==> config.mk <==
export PLATFORM = sky130hd
export DESIGN_NAME = gcode_modal_sequencer
export DESIGN_NICKNAME = d
export VERILOG_FILES = /design/src/rtl/gcode_pkg.sv /design/src/rtl/coord_scaler.sv /design/src/rtl/gcode_modal_sequencer.sv
export SDC_FILE = /design/constraint.sdc
export NUM_CORES = 1
export LEC_CHECK = 0
export CORE_MARGIN = 1.5
export CORE_UTILIZATION = 62
export DETAILED_ROUTE_END_ITERATION = 10
export GPL_TIMING_DRIVEN = 0
export HOLD_SLACK_MARGIN = 0.15
export PLACE_DENSITY = 0.92
export SYNTH_ARGS = -nofsm -noshare
export SYNTH_HDL_FRONTEND = slang
export SYNTH_SLANG_ARGS = --single-unit
==> constraint.sdc <==
create_clock -name clk -period 9.5 [get_ports clk]
set_input_delay 2.85 -clock clk [delete_from_list [all_inputs] [get_ports clk]]
set_output_delay 2.85 -clock clk [all_outputs]
set_load 0.05 [all_outputs]
==> src/rtl/gcode_pkg.sv <==
// Shared types for the G-code modal sequencer: command codes, sequencer
// states and the bit positions inside the modal_state output word.
package gcode_pkg;

  typedef enum logic [3:0] {
    G00 = 4'd0,
    G01 = 4'd1,
    G20 = 4'd2,
    G21 = 4'd3,
    G90 = 4'd4,
    G91 = 4'd5,
    M2  = 4'd6,
    M6  = 4'd7,
    M72 = 4'd8
  } cmd_e;

  typedef enum logic [2:0] {
    S_IDLE,
    S_CALC,
    S_ISSUE,
    S_TOOL,
    S_HALT
  } state_e;

  localparam int MS_LINEAR   = 0;
  localparam int MS_INCHES   = 1;
  localparam int MS_ABSOLUTE = 2;
  localparam int MS_RAISE    = 3;
  localparam int MS_TOOLCHG  = 4;

endpackage

==> src/rtl/coord_scaler.sv <==
// One axis of target computation: optional inch-to-mm scaling, optional
// relative accumulation onto the current position, then saturation to
// the position range with an overflow flag. Purely combinational.
module coord_scaler #(
  parameter int COORD_W    = 16,
  parameter int POS_W      = 20,
  parameter int INCH_NUM   = 813,
  parameter int INCH_SHIFT = 5
) (
  input  logic signed [COORD_W-1:0] op_i,
  input  logic signed [POS_W-1:0]   pos_i,
  input  logic                      inches_i,
  input  logic                      absolute_i,
  output logic signed [POS_W-1:0]   tgt_o,
  output logic                      sat_o
);

  // The sum is kept wide enough that neither the scaled operand nor the
  // accumulation can wrap before the saturation compare sees it.
  localparam int NUM_W  = $clog2(INCH_NUM + 1) + 1;
  localparam int PROD_W = COORD_W + NUM_W;
  localparam int SUM_W  = ((PROD_W > POS_W) ? PROD_W : POS_W) + 1;
  localparam logic signed [SUM_W-1:0] POS_MAX = SUM_W'((64'sd1 <<< (POS_W - 1)) - 64'sd1);
  localparam logic signed [SUM_W-1:0] POS_MIN = SUM_W'(-(64'sd1 <<< (POS_W - 1)));

  logic signed [PROD_W-1:0] opWide;
  logic signed [PROD_W-1:0] prod;
  logic signed [PROD_W-1:0] scaled;
  logic signed [SUM_W-1:0]  sum;

  // Scale, accumulate and clamp the target for this axis.
  always_comb begin
    opWide = PROD_W'(op_i);
    prod   = opWide * PROD_W'(INCH_NUM);
    scaled = inches_i ? (prod >>> INCH_SHIFT) : opWide;
    sum    = absolute_i ? SUM_W'(scaled) : (SUM_W'(scaled) + SUM_W'(pos_i));
    tgt_o  = sum[POS_W-1:0];
    sat_o  = 1'b0;
    if (sum > POS_MAX) begin
      tgt_o = POS_MAX[POS_W-1:0];
      sat_o = 1'b1;
    end else if (sum < POS_MIN) begin
      tgt_o = POS_MIN[POS_W-1:0];
      sat_o = 1'b1;
    end
  end

endmodule

==> src/rtl/gcode_modal_sequencer.sv <==
// Handshaked G-code sequencer: accepts decoded commands, keeps the modal
// state, tracks the absolute XY position and issues motion, tool-change
// and program-end sequences.
module gcode_modal_sequencer
  import gcode_pkg::*;
#(
  parameter int COORD_W    = 16,
  parameter int POS_W      = 20,
  parameter int INCH_NUM   = 813,
  parameter int INCH_SHIFT = 5
) (
  input  logic                      clk,
  input  logic                      rst_n,
  input  logic                      cmd_valid_i,
  output logic                      cmd_ready_o,
  input  logic [3:0]                cmd_code_i,
  input  logic signed [COORD_W-1:0] cmd_x_i,
  input  logic signed [COORD_W-1:0] cmd_y_i,
  output logic                      mv_valid_o,
  input  logic                      mv_ready_i,
  output logic                      mv_linear_o,
  output logic                      mv_pen_up_o,
  output logic signed [POS_W-1:0]   mv_x_o,
  output logic signed [POS_W-1:0]   mv_y_o,
  output logic                      tool_req_o,
  input  logic                      tool_ack_i,
  output logic [4:0]                modal_state_o,
  output logic                      halted_o,
  output logic                      err_o
);

  state_e                    state_q;
  logic                      cmdReady_q;
  logic                      linear_q;
  logic                      inches_q;
  logic                      absolute_q;
  logic                      raise_q;
  logic                      toolChg_q;
  logic                      mvValid_q;
  logic                      mvLinear_q;
  logic                      mvPenUp_q;
  logic                      toolReq_q;
  logic                      halted_q;
  logic                      err_q;
  logic signed [COORD_W-1:0] opX_q;
  logic signed [COORD_W-1:0] opY_q;
  logic signed [POS_W-1:0]   posX_q;
  logic signed [POS_W-1:0]   posY_q;
  logic signed [POS_W-1:0]   tgtX_d;
  logic signed [POS_W-1:0]   tgtY_d;
  logic                      satX_d;
  logic                      satY_d;

  coord_scaler #(
    .COORD_W(COORD_W), .POS_W(POS_W), .INCH_NUM(INCH_NUM), .INCH_SHIFT(INCH_SHIFT)
  ) u_scaleX (
    .op_i(opX_q), .pos_i(posX_q), .inches_i(inches_q), .absolute_i(absolute_q),
    .tgt_o(tgtX_d), .sat_o(satX_d)
  );

  coord_scaler #(
    .COORD_W(COORD_W), .POS_W(POS_W), .INCH_NUM(INCH_NUM), .INCH_SHIFT(INCH_SHIFT)
  ) u_scaleY (
    .op_i(opY_q), .pos_i(posY_q), .inches_i(inches_q), .absolute_i(absolute_q),
    .tgt_o(tgtY_d), .sat_o(satY_d)
  );

  // Sequencer FSM; every output is a register updated here. The move
  // target doubles as the tracked position, so mv_x/mv_y mirror pos.
  always_ff @(posedge clk or negedge rst_n) begin
    if (!rst_n) begin
      state_q    <= S_IDLE;
      cmdReady_q <= 1'b1;
      linear_q   <= 1'b0;
      inches_q   <= 1'b0;
      absolute_q <= 1'b1;
      raise_q    <= 1'b0;
      toolChg_q  <= 1'b0;
      mvValid_q  <= 1'b0;
      mvLinear_q <= 1'b0;
      mvPenUp_q  <= 1'b0;
      toolReq_q  <= 1'b0;
      halted_q   <= 1'b0;
      err_q      <= 1'b0;
      opX_q      <= '0;
      opY_q      <= '0;
      posX_q     <= '0;
      posY_q     <= '0;
    end else begin
      case (state_q)
        S_IDLE: begin
          if (cmd_valid_i) begin
            case (cmd_code_i)
              G20: inches_q   <= 1'b1;
              G21: inches_q   <= 1'b0;
              G90: absolute_q <= 1'b1;
              G91: absolute_q <= 1'b0;
              M72: raise_q    <= 1'b1;
              G00, G01: begin
                linear_q   <= (cmd_code_i == G01);
                toolChg_q  <= 1'b0;
                opX_q      <= cmd_x_i;
                opY_q      <= cmd_y_i;
                state_q    <= S_CALC;
                cmdReady_q <= 1'b0;
              end
              M6: begin
                toolChg_q  <= 1'b1;
                toolReq_q  <= 1'b1;
                state_q    <= S_TOOL;
                cmdReady_q <= 1'b0;
              end
              M2: begin
                halted_q   <= 1'b1;
                state_q    <= S_HALT;
                cmdReady_q <= 1'b0;
              end
              default: err_q <= 1'b1;
            endcase
          end
        end
        S_CALC: begin
          posX_q     <= tgtX_d;
          posY_q     <= tgtY_d;
          mvLinear_q <= linear_q;
          mvPenUp_q  <= raise_q;
          mvValid_q  <= 1'b1;
          if (satX_d || satY_d) begin
            err_q <= 1'b1;
          end
          state_q <= S_ISSUE;
        end
        S_ISSUE: begin
          if (mv_ready_i) begin
            mvValid_q  <= 1'b0;
            raise_q    <= 1'b0;
            state_q    <= S_IDLE;
            cmdReady_q <= 1'b1;
          end
        end
        S_TOOL: begin
          if (tool_ack_i) begin
            toolReq_q  <= 1'b0;
            toolChg_q  <= 1'b0;
            state_q    <= S_IDLE;
            cmdReady_q <= 1'b1;
          end
        end
        S_HALT: state_q <= S_HALT;
        default: begin
          state_q    <= S_IDLE;
          cmdReady_q <= 1'b1;
        end
      endcase
    end
  end

  assign cmd_ready_o = cmdReady_q;
  assign mv_valid_o  = mvValid_q;
  assign mv_linear_o = mvLinear_q;
  assign mv_pen_up_o = mvPenUp_q;
  assign mv_x_o      = posX_q;
  assign mv_y_o      = posY_q;
  assign tool_req_o  = toolReq_q;
  assign halted_o    = halted_q;
  assign err_o       = err_q;

  assign modal_state_o[MS_LINEAR]   = linear_q;
  assign modal_state_o[MS_INCHES]   = inches_q;
  assign modal_state_o[MS_ABSOLUTE] = absolute_q;
  assign modal_state_o[MS_RAISE]    = raise_q;
  assign modal_state_o[MS_TOOLCHG]  = toolChg_q;

endmodule

==> results.py, run 1 <==
metrics = {
    "logic_synthesis": {
        "syn_nets": 2027,
        "synth_edf_count": 0,
        "synth_warnings": 0,
        "ys_seq_area_frac": 0.155,
        "ys_types": 77,
        "ys_top_cells_by_count": "261 x inv_1, 212 x ha_1, 133 x nand2_1",
        "syn_inst": 1668,
        "synthArstFlopShare": 1.00,
        "synth_ff_type": "dfrtp_1",
        "syn_avg_cell_area_um2": 8.42,
        "synth.top_cell.area_share": 0.189,
        "synth_area_mm2": 0.0140,
        "ys_ff_latch": 87,
        "yosys-top-cells-area": "ha_1 19%, dfrtp_1 15%, fa_1 15%",
        "synth_area_leader_cell": "ha_1",
        "synth.most_common_cell": "inv_1",
    },
    "clocking": {
        "htreeDepth": 3,
        "clkLatencyLatePin_ns": 0.37,
        "clkTransAtPathRegs_ns": 0.07,
        "tritoncts": "built",
        "clk_root_buffer_cell": "clkbuf_16",
        "cts_hold_buf": 0,
        "cts_buffers": 9,
        "cts.sinks": 87,
        "post_cts_resized": 0,
        "clockBufferDepth": 2,
        "cts_setup_buffers": 0,
    },
    "final_layout": {
        "layout.cells.non_filler": 2057,
        "fill_cells": 1656,
        "final_core_util": 0.709,
        "drive_above_1_share": 0.0445,
        "fin_nets": 2131,
        "antenna_cells": 0,
        "area_growth_pct": 11.3,
    },
    "timing": {
        "fin_setup_tns_ns": 0,
        "hold_violations": 0,
        "rsz0062_at_grt": "no",
        "finalCritPeriodShare": 0.943,
        "relSlewSlack": 0.117,
        "finalMaxSlewViolations": 0,
        "tightestPinTransition_ns": 1.32,
        "clock_skew_ns": 0.0135,
        "finalSetupViolations": 0,
        "hold_ws_ns": 0.473,
        "min_period_ns": 8.96,
        "timing.fmax_mhz": 112,
    },
    "route": {
        "vias": 13000,
        "drt_iter0_markers": 1253,
        "drc_errors": 0,
        "wl_per_cell_um": 19.9,
        "drt_pass1_iterations": 6,
        "ant_nets": 0,
        "drt-vias-per-instance": 6.32,
        "wl_um": 40900,
    },
    "job": {
        "maxCapViolations": 0,
    },
    "worst_setup_path": {
        "cp-start-kind": "flop",
        "path_buf_inv": 7,
        "cpMaxStageDelayCell": "nor3_1",
        "critPathTopFamily": "adder cells",
        "end_kind": "flop",
        "cp_max_fo": 10,
        "slowest_delay_ns": 0.60,
        "criticalPathCategory": "flop to flop",
        "arrival_ns": 9.24,
        "cp.required_ns": 9.78,
    },
    "global_route": {
        "grt_pass1_wl_um": 65700,
        "grt_overflow_total": 0,
        "grt_max_degree": 64,
        "grt_antenna_before_repair": 0,
        "grt_pass1_vias": 13300,
        "track_usage": 0.352,
    },
    "worst_hold_path": {
        "hp-class": "flop to flop",
    },
    "place": {
        "place.port_buffers": 92,
        "dp_hpwl_um": 32400,
        "dp.cells": 2041,
        "gp_congestion": 0.966,
    },
    "floorplanning": {
        "die_w_um": 153,
        "ioPinCount": 93,
        "start_util": 0.637,
        "core_mm2": 0.0220,
        "fp.dieH_um": 153,
        "row_count": 54,
        "dieArea_mm2": 0.0236,
    },
    "run_status": {
        "outcome": "complete, no violations",
    },
}
## metal layers
metal | global-route usage | part of all wire | wire (µm)
met5 | 0 | 0 | 0
met4 | 0.196 | 0.058 | 2350
met3 | 0.0519 | 0.079 | 3240
met2 | 0.627 | 0.49 | 20100
met1 | 0.406 | 0.37 | 15200
## registers in the layout, indices dropped and copies added (netlist names)
signal and count:
opX_q 16, absolute_q 1, mv_linear_o 1, mv_pen_up_o 1, cmd_ready_o 1, toolChg_q 1
raise_q 1, opY_q 16, state_q 3, inches_q 1, linear_q 1, tool_req_o 1
mv_x_o 20, halted_o 1, err_o 1, mv_y_o 20, mv_valid_o 1
## cell type report
cell class	instances	area, µm²	area share
tap	280	350	0.0224
sequential	87	2180	0.140
multi-input combinational	1256	10600	0.678
buffer	63	285	0.0183
clock buffer	12	236	0.0151
clock inverter	4	50.0	0.00320
timing repair buffer	93	946	0.0606
inverter	262	983	0.0630
## metrics by stage
stage / worst slack, ns / area, µm²
after floorplan: 2.15 / 14000
after global placement: 1.04 / 15300
after detailed placement: 0.887 / 15300
after CTS: 0.769 / 15600
after global routing: 0.136 / 15600
final: 0.541 / 15600
## worst paths after layout
check                              start         end  slack [ns]  cells after the start
worst max-delay path            opY_q[5]   mv_y_o[3]        0.54                     30
worst min-delay path            halted_o    halted_o        0.47                      1
worst max register to register  opY_q[5]   mv_y_o[3]        0.54                     30
worst min register to register  halted_o    halted_o        0.47                      1
max in group asynchronous          rst_n    opY_q[7]        6.44                      2
min in group asynchronous          rst_n  mv_y_o[13]        2.39                      1
## kinds of logic after synthesis
family	count (synthesis)	synth area share
buf+inv	325	0.0904
flops	87	0.155
mux	45	0.0349
xor+xnor	95	0.0593
compound gates	460	0.208
simple gates	338	0.112
fa+ha+maj	318	0.340
## cell usage in the layout (no fill, tap or decap), types with 5 or more instances in the layout
master and count:
or3_1 5, buf_1 6, clkbuf_16 9, a31oi_1 14
nor2b_1 9, xor2_1 38, buf_4 7, o221ai_1 5
a211oi_1 15, dfrtp_1 85, o22a_1 18, o21ai_1 13
nand2_1 133, nor3b_1 6, nor3_1 14, a21o_1 49
fa_1 106, nor2_1 87, o21ai_0 119, o21a_1 12
clkdlybuf4s50_1 91, a21oi_1 125, nand2b_1 14, ha_1 212
nand3_1 27, xnor2_1 57, o22ai_1 9, inv_1 261
o31a_1 7, and3_1 7, o31ai_1 5, and4_1 6
a22oi_1 6, or4_1 6, mux2i_1 14, o21bai_1 11
o2111ai_1 5, clkbuf_1 49, mux2_2 31, a31o_2 8
Power of run 1 is not shown: default switching activity piles up to over one toggle a cycle in this logic, so the estimate is an artifact.
==> inputs of run 2 (changes only) <==
CORE_UTILIZATION = 63   (was 62)
CTS_BUF_LIST = sky130_fd_sc_hd__clkbuf_8   (was default)
PLACE_DENSITY = 0.93   (was 0.92)
==> run 2 against run 1 <==
Compared with the run above:
- register-to-register slack better by 0.13 ns
- sequential share of layout area up 0.091 points
- maximum frequency up 1.5%
- count of clock-buffer cells in the layout down 3
- clock skew about the same
- critical path depth unchanged
- cell area down 0.65%
- core utilization up 0.19 points
- die area down 1.6%
- wire length down 4.8%
- setup slack better by 0.13 ns
- highest routed layer unchanged
- largest cell class unchanged
- via count down 1.6%
==> results.py, run 2 (same netlist as run 1, synthesis figures left out) <==
metrics = {
    "worst_hold_path": {
        "holdPathStages": 1,
        "hp-class": "flop to flop",
    },
    "route": {
        "drc_errors": 0,
        "drt_iter0_markers": 1028,
        "vias": 12800,
        "wl_per_cell_um": 18.9,
        "wl_um": 38900,
        "ant_nets": 0,
        "drt_pass1_iterations": 8,
        "drt-vias-per-instance": 6.22,
    },
    "final_layout": {
        "multiInputGateArea_mm2": 0.0106,
        "mostFrequentLayoutCells": "262 x inv_1, 212 x ha_1, 133 x nand2_1",
        "antenna_cells": 0,
        "regArea_mm2": 0.00218,
        "layout_commonest_cell": "inv_1",
        "fill_cells": 1672,
        "drive_above_1_share": 0.0456,
        "fin_area_mm2": 0.0155,
        "fin_nets": 2131,
        "area_growth_pct": 10.6,
    },
    "global_route": {
        "grt_overflow_total": 0,
        "grt_antenna_before_repair": 0,
        "grt_pass1_wl_um": 64500,
        "grt_max_degree": 47,
        "grt_pass1_vias": 13300,
        "track_usage": 0.343,
    },
    "timing": {
        "finalCritPeriodShare": 0.929,
        "tightestPinTransition_ns": 1.34,
        "hold_violations": 0,
        "finalMaxSlewViolations": 0,
        "relSlewSlack": 0.0982,
        "min_period_ns": 8.83,
        "rsz0062_at_grt": "no",
        "fin_setup_tns_ns": 0,
        "clock_skew_ns": 0.0137,
        "timing.fmax_mhz": 113,
        "finalSetupViolations": 0,
    },
    "clocking": {
        "htreeDepth": 3,
        "tritoncts": "built",
        "cts_hold_buf": 0,
        "cts_setup_buffers": 0,
        "clockBufferDepth": 2,
        "clkTransAtPathRegs_ns": 0.11,
        "clkLatencyLatePin_ns": 0.40,
        "post_cts_resized": 0,
        "cts.sinks": 87,
        "clk_root_buffer_cell": "clkbuf_8",
        "cts_buffers": 9,
    },
    "worst_setup_path": {
        "cp.required_ns": 9.83,
        "slowest_delay_ns": 0.58,
        "cpMaxStageDelayCell": "a2111oi_0",
        "path_buf_inv": 6,
        "ff2ff_path_depth": 30,
        "crit_cells": 30,
        "arrival_ns": 9.16,
        "cp_max_fo": 10,
        "end_kind": "flop",
        "criticalPathCategory": "flop to flop",
        "cp-start-kind": "flop",
        "critPathTopFamily": "adder cells",
    },
    "floorplanning": {
        "dieArea_mm2": 0.0232,
        "die_w_um": 152,
        "core_mm2": 0.0218,
        "row_count": 54,
        "ioPinCount": 93,
        "start_util": 0.643,
        "fp.dieH_um": 152,
    },
    "place": {
        "place.port_buffers": 92,
        "gp_congestion": 0.953,
        "dpl_cell_area_mm2": 0.0153,
        "dp_hpwl_um": 31600,
    },
    "run_status": {
        "outcome": "complete, no violations",
    },
    "job": {
        "maxCapViolations": 0,
    },
}
## run 2: cell count changes in the layout (fill, tap and decap cells not counted)
cell       delta
clkbuf_16     -9
clkbuf_8      +9
clkbuf_1      -3
clkinv_4      +2
bufinv_16     -1
clkinv_2      -1
clkinv_8      +1
inv_1         +1
inv_6         +1
## run 2: per-stage QoR
stage | hold slack [ns] | utilization | instances | setup slack [ns]
finish | 0.487 | 0.711 | 2057 | 0.672
global route | 0.505 | 0.711 | 2057 | 0.265
CTS | 0.492 | 0.711 | 2057 | 0.880
detailed placement | 0.456 | 0.703 | 2041 | 0.952
global placement | 0.452 | 0.701 | 2040 | 1.19
floorplan | 0.458 | - | 1668 | 2.15
## run 2: routing by layer
layer / GRT usage / routed length [µm]
met1: 0.405 / 15300
met2: 0.610 / 19200
met3: 0.0378 / 2350
met4: 0.184 / 2060
met5: 0 / 0
## run 2: area by class of cell
cell class	count	area share
well taps	280	0.0226
clock buffers	9	0.00798
repair buffers	93	0.0610
plain buffers	63	0.0184
clock inverters	7	0.00395
inverters	262	0.0634
multi-input cells	1256	0.682
flip-flops and latches	87	0.140
## run 2: worst paths after layout
check / start / end / slack, ns
max: opY_q[5] / mv_y_o[18] / 0.67
min: halted_o / halted_o / 0.49
max reg2reg: opY_q[5] / mv_y_o[18] / 0.67
min reg2reg: halted_o / halted_o / 0.49
max in group asynchronous: rst_n / opX_q[5] / 6.37
min in group asynchronous: rst_n / halted_o / 2.45
## run 2: worst reg2reg max path: cells and delay by family, from the launching register on
family,cells,cell delay [ns]
adder cells (fa/ha/maj),7,3.30
AO/OA/AOI/OAI,11,2.82
buffers and inverters,6,0.71
XOR/XNOR,1,0.19
flip-flops,1,0.53
AND/OR/NAND/NOR,5,1.23
Power of run 2 is left out for the same reason.
==> inputs of run 3 (changes only) <==
CORE_UTILIZATION = 62   (was 63)
CTS_BUF_LIST = default   (was sky130_fd_sc_hd__clkbuf_8)
PLACE_DENSITY = 0.92   (was 0.93)
==> results of run 3 <==
Final layout, timing and power as in run 1 (identical DEF).
Power of run 3 is left out for the same reason.
